File: src/rtl/clk_sel_sync_pkg.sv
// Shared types and default parameter values for the glitch-free game-speed clock selector.
package clk_sel_sync_pkg;

  typedef enum logic [1:0] {
    ST_RUN   = 2'd0,
    ST_DRAIN = 2'd1,
    ST_ARM   = 2'd2
  } state_t;

  localparam int DEF_N_CH        = 4;
  localparam int DEF_SEL_W       = 2;
  localparam int DEF_SYNC_STAGES = 2;
  localparam int DEF_TIMEOUT     = 1023;

endpackage

File: src/rtl/clk_sel_sync_sync_ff.sv
// Multi-flop synchroniser bringing WIDTH asynchronous source clocks into the system clock domain.
module sync_ff #(
  parameter int WIDTH  = 1,
  parameter int STAGES = 2
) (
  input  logic             clock,
  input  logic             reset_n,
  input  logic [WIDTH-1:0] d,
  output logic [WIDTH-1:0] q
);

  logic [STAGES-1:0][WIDTH-1:0] stage;

  // NOTE: the whole chain is reset so the selected level reads a defined 0 straight out of reset.
  always_ff @(posedge clock or negedge reset_n) begin
    if (!reset_n) begin
      stage <= '0;
    end else begin
      // NOTE: non-blocking assignment makes every stage sample the previous stage's old value.
      stage <= {stage[STAGES-2:0], d};
    end
  end

  assign q = stage[STAGES-1];

endmodule

File: src/rtl/clk_sel_sync.sv
// Glitch-free N_CH:1 game-speed clock selector: synchronised sources, safe-low switching with a
// timeout fallback, registered CLKHZ plus a one-cycle tick on each CLKHZ rising edge.
module clk_sel_sync
  import clk_sel_sync_pkg::*;
#(
  parameter int N_CH        = DEF_N_CH,
  parameter int SEL_W       = DEF_SEL_W,
  parameter int SYNC_STAGES = DEF_SYNC_STAGES,
  parameter int TIMEOUT     = DEF_TIMEOUT
) (
  input  logic             clock,
  input  logic             reset_n,
  input  logic [SEL_W-1:0] level,
  input  logic [N_CH-1:0]  CL,
  output logic             CLKHZ,
  output logic             tick,
  output logic [SEL_W-1:0] cur_level,
  output logic             busy,
  output logic             sw_err
);

  localparam int TMR_W = $clog2(TIMEOUT + 1);

  logic [N_CH-1:0]  s;
  state_t           state, state_nxt;
  logic [SEL_W-1:0] target, target_nxt, cur_nxt;
  logic [TMR_W-1:0] timer, timer_nxt, timer_inc;
  logic             clk_nxt, err_nxt;
  logic             cur_src, tgt_src, level_ok, timeout;

  sync_ff #(.WIDTH(N_CH), .STAGES(SYNC_STAGES)) u_sync (
    .clock   (clock),
    .reset_n (reset_n),
    .d       (CL),
    .q       (s)
  );

  // Requests beyond the populated sources are treated as no request at all.
  assign level_ok  = ({1'b0, level} < (SEL_W + 1)'(N_CH));
  assign timer_inc = timer + TMR_W'(1);
  assign timeout   = (timer_inc == TMR_W'(TIMEOUT));

  always_comb begin
    cur_src = 1'b0;
    tgt_src = 1'b0;
    for (int i = 0; i < N_CH; i++) begin
      if (cur_level == SEL_W'(i)) cur_src = s[i];
      if (target == SEL_W'(i))    tgt_src = s[i];
    end
  end

  // NOTE: every output of this block gets a default first, so no path can infer a latch.
  always_comb begin
    state_nxt  = state;
    target_nxt = target;
    timer_nxt  = timer_inc;
    cur_nxt    = cur_level;
    clk_nxt    = cur_src;
    err_nxt    = sw_err;
    unique case (state)
      ST_RUN: begin
        timer_nxt = '0;
        if (level_ok && level != cur_level) begin
          target_nxt = level;
          state_nxt  = ST_DRAIN;
        end
      end
      ST_DRAIN: begin
        if (level == cur_level) begin
          state_nxt = ST_RUN;
          timer_nxt = '0;
        end else begin
          if (level_ok) target_nxt = level;
          // Old source low (or stuck high too long): park CLKHZ low and wait on the new one.
          if (!cur_src || timeout) begin
            state_nxt = ST_ARM;
            timer_nxt = '0;
            clk_nxt   = 1'b0;
          end
        end
      end
      ST_ARM: begin
        clk_nxt = 1'b0;
        if (level_ok && level != target) begin
          target_nxt = level;
          timer_nxt  = '0;
        end else if (!tgt_src || timeout) begin
          cur_nxt   = target;
          state_nxt = ST_RUN;
          timer_nxt = '0;
          if (tgt_src) err_nxt = 1'b1;
        end
      end
      default: begin
        state_nxt = ST_RUN;
        timer_nxt = '0;
      end
    endcase
  end

  always_ff @(posedge clock or negedge reset_n) begin
    if (!reset_n) begin
      state     <= ST_RUN;
      target    <= '0;
      timer     <= '0;
      cur_level <= '0;
      CLKHZ     <= 1'b0;
      tick      <= 1'b0;
      busy      <= 1'b0;
      sw_err    <= 1'b0;
    end else begin
      state     <= state_nxt;
      target    <= target_nxt;
      timer     <= timer_nxt;
      cur_level <= cur_nxt;
      CLKHZ     <= clk_nxt;
      tick      <= clk_nxt & ~CLKHZ;
      busy      <= (state_nxt != ST_RUN);
      sw_err    <= err_nxt;
    end
  end

endmodule

File: config.mk
export PLATFORM = sky130hd
export DESIGN_NAME = clk_sel_sync
export DESIGN_NICKNAME = d
export VERILOG_FILES = /design/src/rtl/clk_sel_sync_pkg.sv /design/src/rtl/clk_sel_sync_sync_ff.sv /design/src/rtl/clk_sel_sync.sv
export SDC_FILE = /design/constraint.sdc
export NUM_CORES = 1
export LEC_CHECK = 0
export BUFFER_PORTS_ARGS = -buffer_cell sky130_fd_sc_hd__buf_2
export CAP_MARGIN = 40
export CORE_MARGIN = 3
export CORE_UTILIZATION = 55
export CTS_CLUSTER_SIZE = 8
export DETAILED_ROUTE_END_ITERATION = 10
export PLACE_DENSITY = 0.76
export SETUP_SLACK_MARGIN = 0.02
export SLEW_MARGIN = 5
export SYNTH_ARGS = -nofsm -noshare
export SYNTH_HDL_FRONTEND = slang
export SYNTH_SLANG_ARGS = --single-unit
File: constraint.sdc
create_clock -name clock -period 4 [get_ports clock]
set_input_delay 1 -clock clock [delete_from_list [all_inputs] [get_ports clock]]
set_output_delay 1 -clock clock [all_outputs]
set_load 0.03 [all_outputs]
## After elaboration in Yosys (flattened, before gate mapping)

Cells that the tools add are included.
W data, S select, Z words.

- Register bits after elaboration: 28
- Latch bits: 0
- Memory bits (writable): 0
- Bits in read-only memories: 0
- Input port bits: 8
- Output and inout port bits: 6
- Word-level logic and storage cells: 67
- Memories: 0

- Add/sub/neg operators: 1
- $mul: 0
- Divide/modulo/power cells: 0
- Magnitude comparators: 0
- Equality and inequality tests: 15
- Shifts and indexed selects: 0
- Muxes and demuxes: 26
- Bitwise logic cells: 3
- Reduce and logical (&&, ||, !) cells: 12

Operator list:

| cell | number |
|---|---|
| $mux W10 | 4 |
| $pmux W10 S2 | 1 |
| $mux W2 | 8 |
| $pmux W2 S3 | 2 |
| $add A10 B1 Y10 const B | 1 |
| $eq A10 B10 Y1 const B | 1 |
| $eq A2 B2 Y1 const B | 5 |
| $mux W1 | 10 |
| $reduce_and A4 Y1 | 2 |
| $eq A2 B1 Y1 const B | 3 |
| $logic_not A2 Y1 | 3 |
| $ne A2 B2 Y1 const B | 3 |
| $ne A2 B2 Y1 | 2 |
| $reduce_and A3 Y1 | 1 |
| $reduce_bool A3 Y1 | 1 |
| $eq A2 B2 Y1 | 1 |
| $logic_not A1 Y1 | 2 |
| $logic_or A1 B1 Y1 | 2 |
| $not A1 Y1 | 2 |
| $pmux W1 S2 | 1 |
| $reduce_bool A2 Y1 | 1 |
| $and A1 B1 Y1 | 1 |

## Longest topological paths before layout

Gate-level depths: netlist (run 1).

- Depth after elaboration: 11
- Gate-level depth with buffers: 8
- Mapped depth without buffers: 7

## Hierarchy

From an unflattened synthesis (run 1), not the netlist that was laid out.

- Cells, all modules: 126
- Area total of the unflattened synthesis: 1441.4 µm²

By module, submodules not included:

| module | instances | cells an instance | area an instance (µm²) | seq. area each (µm²) |
|---|---|---|---|---|
| clk_sel_sync | 1 | 114 | 1211.2 | 500.5 |
| sync_ff | 1 | 12 | 230.2 | 200.2 |

## Worst setup path before layout (run 1)

Ideal clock, no wire load.

- Path kind: input to register
- Start: in level[0]
- End: reg busy
- Library setup time: 0.124 ns
- Data arrival time: 2.139 ns
- Required time: 3.876 ns
- Slack: 1.736 ns
- Stages: 6
- Buffers on the path: 0
- Path through: xor2_1 > nor2_1 > mux2i_1 > nor4b_1 > a311oi_2 > or2_1

- Cells in the longest elaborated chain, start to end: 4
- Elaborated cells between the ends (all ways): 8
- Those cells by class: eq/ne (3); mux (4); reduce/logical (1)

Ends and longest elaborated chain:

| element | line | RTL |
|---|---|---|
| start: declaration | clk_sel_sync.sv:13 | `input logic [SEL_W-1:0] level,` |
| $ne A2 B2 Y1, or another cell as far along | clk_sel_sync.sv:84 | `if (level_ok && level != target) begin` |
| $mux W2 (on tied branches) | clk_sel_sync.sv:84, clk_sel_sync.sv:63, clk_sel_sync.sv:69 |  |
| $pmux W2 S3 * | clk_sel_sync.sv:60 | `unique case (state)` |
| named net state_nxt[1] | clk_sel_sync.sv:25 | `state_t state, state_nxt;` |
| $reduce_bool A2 Y1 * | clk_sel_sync.sv:118 | `busy <= (state_nxt != ST_RUN);` |
| end signal: assignment | clk_sel_sync.sv:118 |  |
| end: declaration | clk_sel_sync.sv:18 | `output logic busy,` |

Mark *: on every way through the listed nets, which the timed path passes. The rest lies on a longest branch.
A chain may end at the register's enable or synchronous reset.

## Worst setup path in the final report (run 1)

- Start: reg timer[0]
- End: reg cur_level[0]

- Cells in the longest elaborated chain, start to end: 4

Ends and longest elaborated chain:

| element | line | RTL |
|---|---|---|
| start: declaration | clk_sel_sync.sv:27 | `logic [TMR_W-1:0] timer, timer_nxt, timer_inc;` |
| start signal: assignment | clk_sel_sync.sv:114 | `timer <= timer_nxt;` |
| $add A10 B1 Y10 | clk_sel_sync.sv:40 | `assign timer_inc = timer + TMR_W'(1);` |
| $eq A10 B10 Y1 | clk_sel_sync.sv:41 | `assign timeout = (timer_inc == TMR_W'(TIMEOUT));` |
| $logic_or A1 B1 Y1 | clk_sel_sync.sv:87 | `end else if (!tgt_src \|\| timeout) begin` |
| $reduce_and A3 Y1 (no source line) | -- |  |
| end signal: assignment | clk_sel_sync.sv:115 | `cur_level <= cur_nxt;` |
| end: declaration | clk_sel_sync.sv:17 | `output logic [SEL_W-1:0] cur_level,` |

Every way passes these cells.

==> metrics.md, run 1 <==
| Metric | Value |
|---|---|
| Port bufs | `13` |
| Netlist cell types | `38` |
| Signal arrival time at the worst endpoint | `2.55 ns` |
| Worst-Margin Slew | `0.622 ns` |
| Maximum buffer depth of the clock tree | `2` |
| # Post-CTS Setup Buffers | `0` |
| Cell Area, Synth | `0.00141 sq mm` |
| H-tree depth | `1` |
| P_leak | `0.000689 uW` |
| Worst skew pair latency | `0.33 ns` |
| RSZ-0062 raised after global routing | `false` |
| Layout cells sized above 1 | `24.6%` |
| Vias per inst | `5.89` |
| Hold Path Class | `register to register` |
| Multi-input gate area | `around 690 sq um` |
| Inserted Clock Buffers | `3` |
| Top-area cell type share of the netlist area | `about half` |
| Routed len/inst | `15.5 um` |
| #FFs+latches synth | `28` |
| Synth warn | `0` |
| Ranking of synthesized cells by area | `dfrtp_1, xor2_1, ha_1, nor2_1, nand3_1` |
| 1st-iter DRT viols | `17` |
| Critical R2R Launch | `timer[0]` |
| Worst Clk Skew | `~0.0084 ns` |
| Core Region | `0.00232 sq mm` |
| DRC viols | `0` |
| Chip Width | `56.7 um` |
| Critical Path End | `cur_level[0]` |
| Post-synth net total | `136` |
| Maxcap violations | `0` |
| Crit share post-route | `58.1%` |
| Setup_tns | `0 ns` |
| FP Rows | `17` |
| Critical path origin | `timer[0]` |
| Diodes inserted | `0` |
| Data required, critical path | `roughly 4.2 ns` |
| Area grow syn2layout | `10.5%` |
| NumNets Final | `153` |
| Startpoint types | `register` |
| RR Endpoint | `cur_level[0]` |
| Post-synthesis sequential area ratio | `49.6%` |
| GPL Wtd Cong | `0.824` |
| Most frequent cells in the layout | `dfrtp_1, nor2_1, buf_2` |
| Worst rel slew slack | `58.6%` |
| Hold buffer count at cts | `0` |
| Final setup vio count | `0` |
| Power density cells | `570 mW/mm^2` |
| Initial core utilization | `60.9%` |
| Hpwl dp | `a little under 2000 um` |
| Routed via count | `977` |
| Synth Instances | `~120` |
| IO Count | `14` |
| Commonest non-fill, non-tap cell in the layout | `dfrtp_1` |
| Die Height | `56.7 um` |
| Worst reg2reg path depth | `7` |
| # clock sinks | `28` |
| TritonCTS clock tree | `done` |
| R2R Setup Slk | `1.68 ns` |
| Slew Limit Fails | `0` |
| Fmax | `430 MHz` |
| Global-route usage over all layers | `18.3%` |
| Drt pass-1 iters | `4` |
| Hold Vio Cnt, Final | `0` |
| Grt total ovfl | `0` |
| Fillers | `between 150 and 200` |
| Largest net degree at the start of global routing | `29` |
| Post-CTS resize count | `0` |
| Initial antenna violation count | `0` |
| Outcome | `finished clean` |
| Max IR drop VDD | `0.383 mV` |
| Wire length of the first global-routing pass | `between 4000 and 5000 um` |
| CP Class | `register to register` |
| Syn avg cell area | `11.6 sq um` |
| Endpoint type of the worst setup path | `register` |
| Root Driver | `clkbuf_4` |
| DIE AREA | `0.00321 sq mm` |
| Worst-path clk slew | `0.15 ns` |
| Power, Total | `889 uW` |
| Register area | `~700 sq um` |
| Final min period | `approximately 2.3 ns` |
| DRT Wirelength | `2570 um` |
| Number of global-route vias before repair | `1021` |
| Final ANT Viol Nets | `0` |
| Worst-path fanout max | `9` |
| Yosys top cell by area | `dfrtp_1` |
## report_power, final
part           switching, uW  total [uW]  internal, uW
logic                    187         325           139
registers               49.9         381           331
clock network           81.0         182           101
total                    317         889           571
## kinds of logic (layout without fill, tap and decap cells)
family | count (synthesis) | in the layout | synth area share, %
simple gates | 47 | 47 | 19.0
flops | 28 | 28 | 49.6
compound gates | 18 | 18 | 9.84
xor+xnor | 12 | 12 | 7.45
mux | 7 | 7 | 7.62
fa+ha+maj | 6 | 6 | 5.32
buf+inv | 4 | 20 | 1.15
## synthesized netlist by cell type
master	n
mux4_2	2
or2_1	1
nand2_1	6
mux2_4	2
mux2_2	2
xor2_1	10
a311oi_2	1
nor4_2	1
dfrtp_1	28
a21o_4	1
and3_2	1
and3_1	1
o31ai_1	2
xnor2_1	2
nor2b_1	2
nand3_2	2
o211ai_1	1
o21bai_1	1
and4b_1	1
nor4b_1	1
a21boi_0	2
nand3_1	9
nor2_1	13
a21oi_1	4
nor4_1	2
or2_2	2
nand4b_1	1
buf_2	1
mux2i_1	1
and3b_2	1
a21o_1	1
inv_1	3
o21ai_0	3
a211oi_2	1
a211o_1	1
ha_1	6
nand3b_1	2
or2_4	1
## registers in the layout, summed over array words and instances, names as in the netlist
signal        cells
CLKHZ             1
busy              1
cur_level         2
state             2
sw_err            1
target            2
tick              1
timer            10
u_sync.q          4
u_sync.stage      4
## layer usage
metal	vias to the layer above	routed length, um	track usage, %
met2	19	1340	30.5
li1	462	-	-
met4	0	38	7.80
met3	4	98	2.53
met1	492	1080	23.8
met5	-	0	0
## area by class of cell
type | count | share of cell area [%]
flip-flops and latches | 28 | 44.9
clock buffers | 3 | 1.44
repair buffers | 13 | 4.17
inverters | 3 | 0.722
multi-input cells | 90 | 44.5
clock inverters | 1 | 1.93
well taps | 28 | 2.25
## worst min path at each step
| stage | end | start | slack, ns | depth (start not counted) |
|---|---|---|---|---|
| floorplan | u_sync.q[0] | u_sync.stage[0] | 0.33 | 0 |
| global route | u_sync.q[1] | u_sync.stage[1] | 0.38 | 0 |
| global placement | u_sync.q[0] | u_sync.stage[0] | 0.34 | 0 |
| detailed placement | u_sync.q[1] | u_sync.stage[1] | 0.33 | 0 |
| finish | u_sync.q[1] | u_sync.stage[1] | 0.37 | 0 |
| CTS | u_sync.q[1] | u_sync.stage[1] | 0.37 | 0 |
## per-stage QoR
step	cells	hold slack [ns]	util (%)	area (sq um)	setup WS (ns)
2_1_floorplan	122	0.331	-	1410	1.74
3_3_place_gp	162	0.335	65.0	1510	1.56
3_5_place_dp	162	0.335	65.0	1510	1.49
4_1_cts	166	0.367	67.2	1560	1.67
5_1_grt	166	0.380	67.2	1560	1.57
6_report	166	0.367	67.2	1560	1.68
## critical path, stage by stage, from the launching register on
cell      delay [ns]
dfrtp_1         0.48
ha_1            0.34
nand4b_1        0.21
nor4_1          0.26
nor4_2          0.13
or2_4           0.30
a21o_4          0.22
mux2_4          0.29
Note: power is estimated with default switching activity, not from simulation.
==> run 2: changes to the inputs <==
==> constraint.sdc (replaced) <==
create_clock -name clock -period 2.15 [get_ports clock]
set_input_delay 0.5375 -clock clock [delete_from_list [all_inputs] [get_ports clock]]
set_output_delay 0.5375 -clock clock [all_outputs]
set_load 0.03 [all_outputs]
==> run 2 against run 1 <==
  * Wire length down 6.4%
  * Via count decreased by 0.82%
  * Utilization rose by 3.0 points
  * Maximum frequency up 15%
  * Highest routed layer unchanged
  * Clock skew shrank 0.0019 ns
  * Count of clock-buffer cells in the layout is the same
==> metrics.md, run 2 (same netlist as run 1, synthesis figures left out) <==
| Metric | Value |
|---|---|
| CP top delay family | `compound AO/OA/AOI/OAI gates (was simple AND/OR/NAND/NOR gates)` |
| Die Height | `56.7 um (unchanged)` |
| Final setup vio count | `0 (unchanged)` |
| Worst reg2reg path depth | `8 (was 7)` |
| Routed len/inst | `14.0 um (was 15.5 um)` |
| Layout cells sized above 1 | `29.9% (was 24.6%)` |
| Initial core utilization | `60.9% (unchanged)` |
| Data required, critical path | `2.38 ns (was 4.22 ns)` |
| Final ANT Viol Nets | `0 (unchanged)` |
| Worst rel slew slack | `60.1% (was 58.6%)` |
| Wire length of the first global-routing pass | `4440 um (was 4600 um)` |
| NumNets Final | `159 (was 153)` |
| Number of flip-flops in the largest register | `10 (unchanged)` |
| DP Area | `0.00154 sq mm (was 0.00151 sq mm)` |
| Dpl cells | `166 (was 162)` |
| Post-route cell area | `0.00163 sq mm (was 0.00156 sq mm)` |
| Max IR drop VDD | `0.711 mV (was 0.383 mV)` |
| DIE AREA | `0.00321 sq mm (unchanged)` |
| P_leak | `0.000717 uW (was 0.000689 uW)` |
| Grt total ovfl | `0 (unchanged)` |
| Worst Clk Skew | `0.00646 ns (was 0.00836 ns)` |
| Diodes inserted | `0 (unchanged)` |
| DRC viols | `0 (unchanged)` |
| Core Region | `0.00232 sq mm (unchanged)` |
| Global-route usage over all layers | `17.5% (was 18.3%)` |
| Power, Total | `1700 uW (was 889 uW)` |
| Inserted Clock Buffers | `3 (unchanged)` |
| H-tree depth | `1 (unchanged)` |
| Fillers | `166 (was 188)` |
| Initial antenna violation count | `0 (unchanged)` |
| Port bufs | `13 (unchanged)` |
| Routed via count | `969 (was 977)` |
| Fmax | `494 MHz (was 430 MHz)` |
| Largest net degree at the start of global routing | `29 (unchanged)` |
| IO Count | `14 (unchanged)` |
| Slowest cell on the critical path | `dfrtp_1 (unchanged)` |
| Root Driver | `clkbuf_4 (unchanged)` |
| Crit path buf inv count | `1 (was 0)` |
| Hold Vio Cnt, Final | `0 (unchanged)` |
| Most frequent cells in the layout | `dfrtp_1, nor2_1, buf_2 (unchanged)` |
| Crit share post-route | `94.2% (was 58.1%)` |
| Maximum buffer depth of the clock tree | `2 (unchanged)` |
| Worst-path fanout max | `5 (was 9)` |
| Hold buffer count at cts | `0 (unchanged)` |
| Outcome | `finished clean (unchanged)` |
| Drt pass-1 iters | `4 (unchanged)` |
| Power density cells | `1050 mW/mm^2 (was 570 mW/mm^2)` |
| Maxcap violations | `0 (unchanged)` |
| RR Endpoint | `cur_level[0] (unchanged)` |
| Area grow syn2layout | `15.3% (was 10.5%)` |
| Final std cells w/o fill | `172 (was 166)` |
| Slew Limit Fails | `0 (unchanged)` |
| TritonCTS clock tree | `done (unchanged)` |
| Startpoint types | `register (unchanged)` |
| CP Class | `register to register (unchanged)` |
| Signal arrival time at the worst endpoint | `2.26 ns (was 2.55 ns)` |
| FP Rows | `17 (unchanged)` |
| Worst-path clk slew | `0.15 ns (about the same)` |
| RSZ-0062 raised after global routing | `true (was false)` |
| Largest reg by FF count | `timer (unchanged)` |
| GPL Wtd Cong | `0.866 (was 0.824)` |
| Number of global-route vias before repair | `954 (was 1021)` |
| DRT Wirelength | `2400 um (was 2570 um)` |
| 1st-iter DRT viols | `37 (was 17)` |
| Final min period | `2.02 ns (was 2.32 ns)` |
| Vias per inst | `5.63 (was 5.89)` |
| Hold Path Class | `input port to asynchronous set/reset pin (was register to register)` |
| Worst skew pair latency | `0.32 ns (was 0.33 ns)` |
| Hpwl dp | `1810 um (was 1970 um)` |
| Worst-Margin Slew | `0.599 ns (was 0.622 ns)` |
| Critical path's largest stage delay | `0.44 ns (was 0.48 ns)` |
| Final hold slack | `0.197 ns (was 0.367 ns)` |
| # clock sinks | `28 (unchanged)` |
| Chip Width | `56.7 um (unchanged)` |
| Critical R2R Launch | `timer[0] (unchanged)` |
| Commonest non-fill, non-tap cell in the layout | `dfrtp_1 (unchanged)` |
| R2R Setup Slk | `0.13 ns (was 1.68 ns)` |
| Endpoint type of the worst setup path | `register (unchanged)` |
| CP Cell Sequence | `ha_4 > buf_4 > nor2b_1 > o21ai_0 > a21o_1 > or2_4 > a21o_4 > mux2_4 (was ha_1 > nand4b_1 > nor4_1 > nor4_2 > or2_4 > a21o_4 > mux2_4)` |
run 2: cell types whose count changed in the layout (fill, tap and decap cells not counted):
cell	previous run	this run
buf_4	0	6
ha_4	0	1
nor4_1	2	1
nor4_2	1	2
ha_1	6	5
o31ai_1	2	1
o31ai_2	0	1
run 2: how the worst max path moves through the flow:
stage	startpoint	to	slack, ns	depth (start not counted)
finish	timer[0]	cur_level[0]	0.13	8
global route	timer[1]	cur_level[0]	-0.002	7
CTS	timer[0]	cur_level[0]	0.03	7
detailed placement	timer[0]	cur_level[0]	0.04	7
global placement	timer[0]	cur_level[0]	0.10	7
floorplan	timer[0]	cur_level[0]	0.05	8
run 2: per-layer routing:
metal | routed length [um] | part of all wire (%) | vias to the layer above | global-route usage, %
li1 | - | - | 475 | -
met1 | 1120 | 47 | 474 | 24.2
met2 | 1180 | 49 | 18 | 28.2
met3 | 83 | 3.5 | 2 | 2.07
met4 | 18 | 0.75 | 0 | 6.10
met5 | 0 | 0 | - | 0
run 2: layout make-up:
| type | instances | area (sq um) | area share, % |
|---|---|---|---|
| flip-flops and latches | 28 | 701 | 43.0 |
| inverters | 3 | 11.3 | 0.692 |
| well taps | 28 | 35.0 | 2.15 |
| multi-input cells | 90 | 718 | 44.1 |
| clock inverters | 1 | 30.0 | 1.84 |
| repair buffers | 19 | 110 | 6.76 |
| clock buffers | 3 | 22.5 | 1.38 |
run 2: stage by stage:
step | setup slack (ns) | TNS [ns] | util, %
2_1_floorplan | 0.0468 | 0 | -
3_3_place_gp | 0.104 | 0 | 66.5
3_5_place_dp | 0.0448 | 0 | 66.5
4_1_cts | 0.0347 | 0 | 68.8
5_1_grt | -0.00193 | -0.00193 | 70.2
6_report | 0.126 | 0 | 70.2
run 2: timing repair:
item                       in CTS  in global routing
buffers inserted                0                  2
setup endpoints to repair       0                 14
gates resized for setup         0                  3
run 2: power by group:
part,switching (uW),total [uW],leakage [uW],internal [uW]
registers,83.5,700,0.000360,616
clock network,151,340,0.0000279,188
logic,372,662,0.000329,290
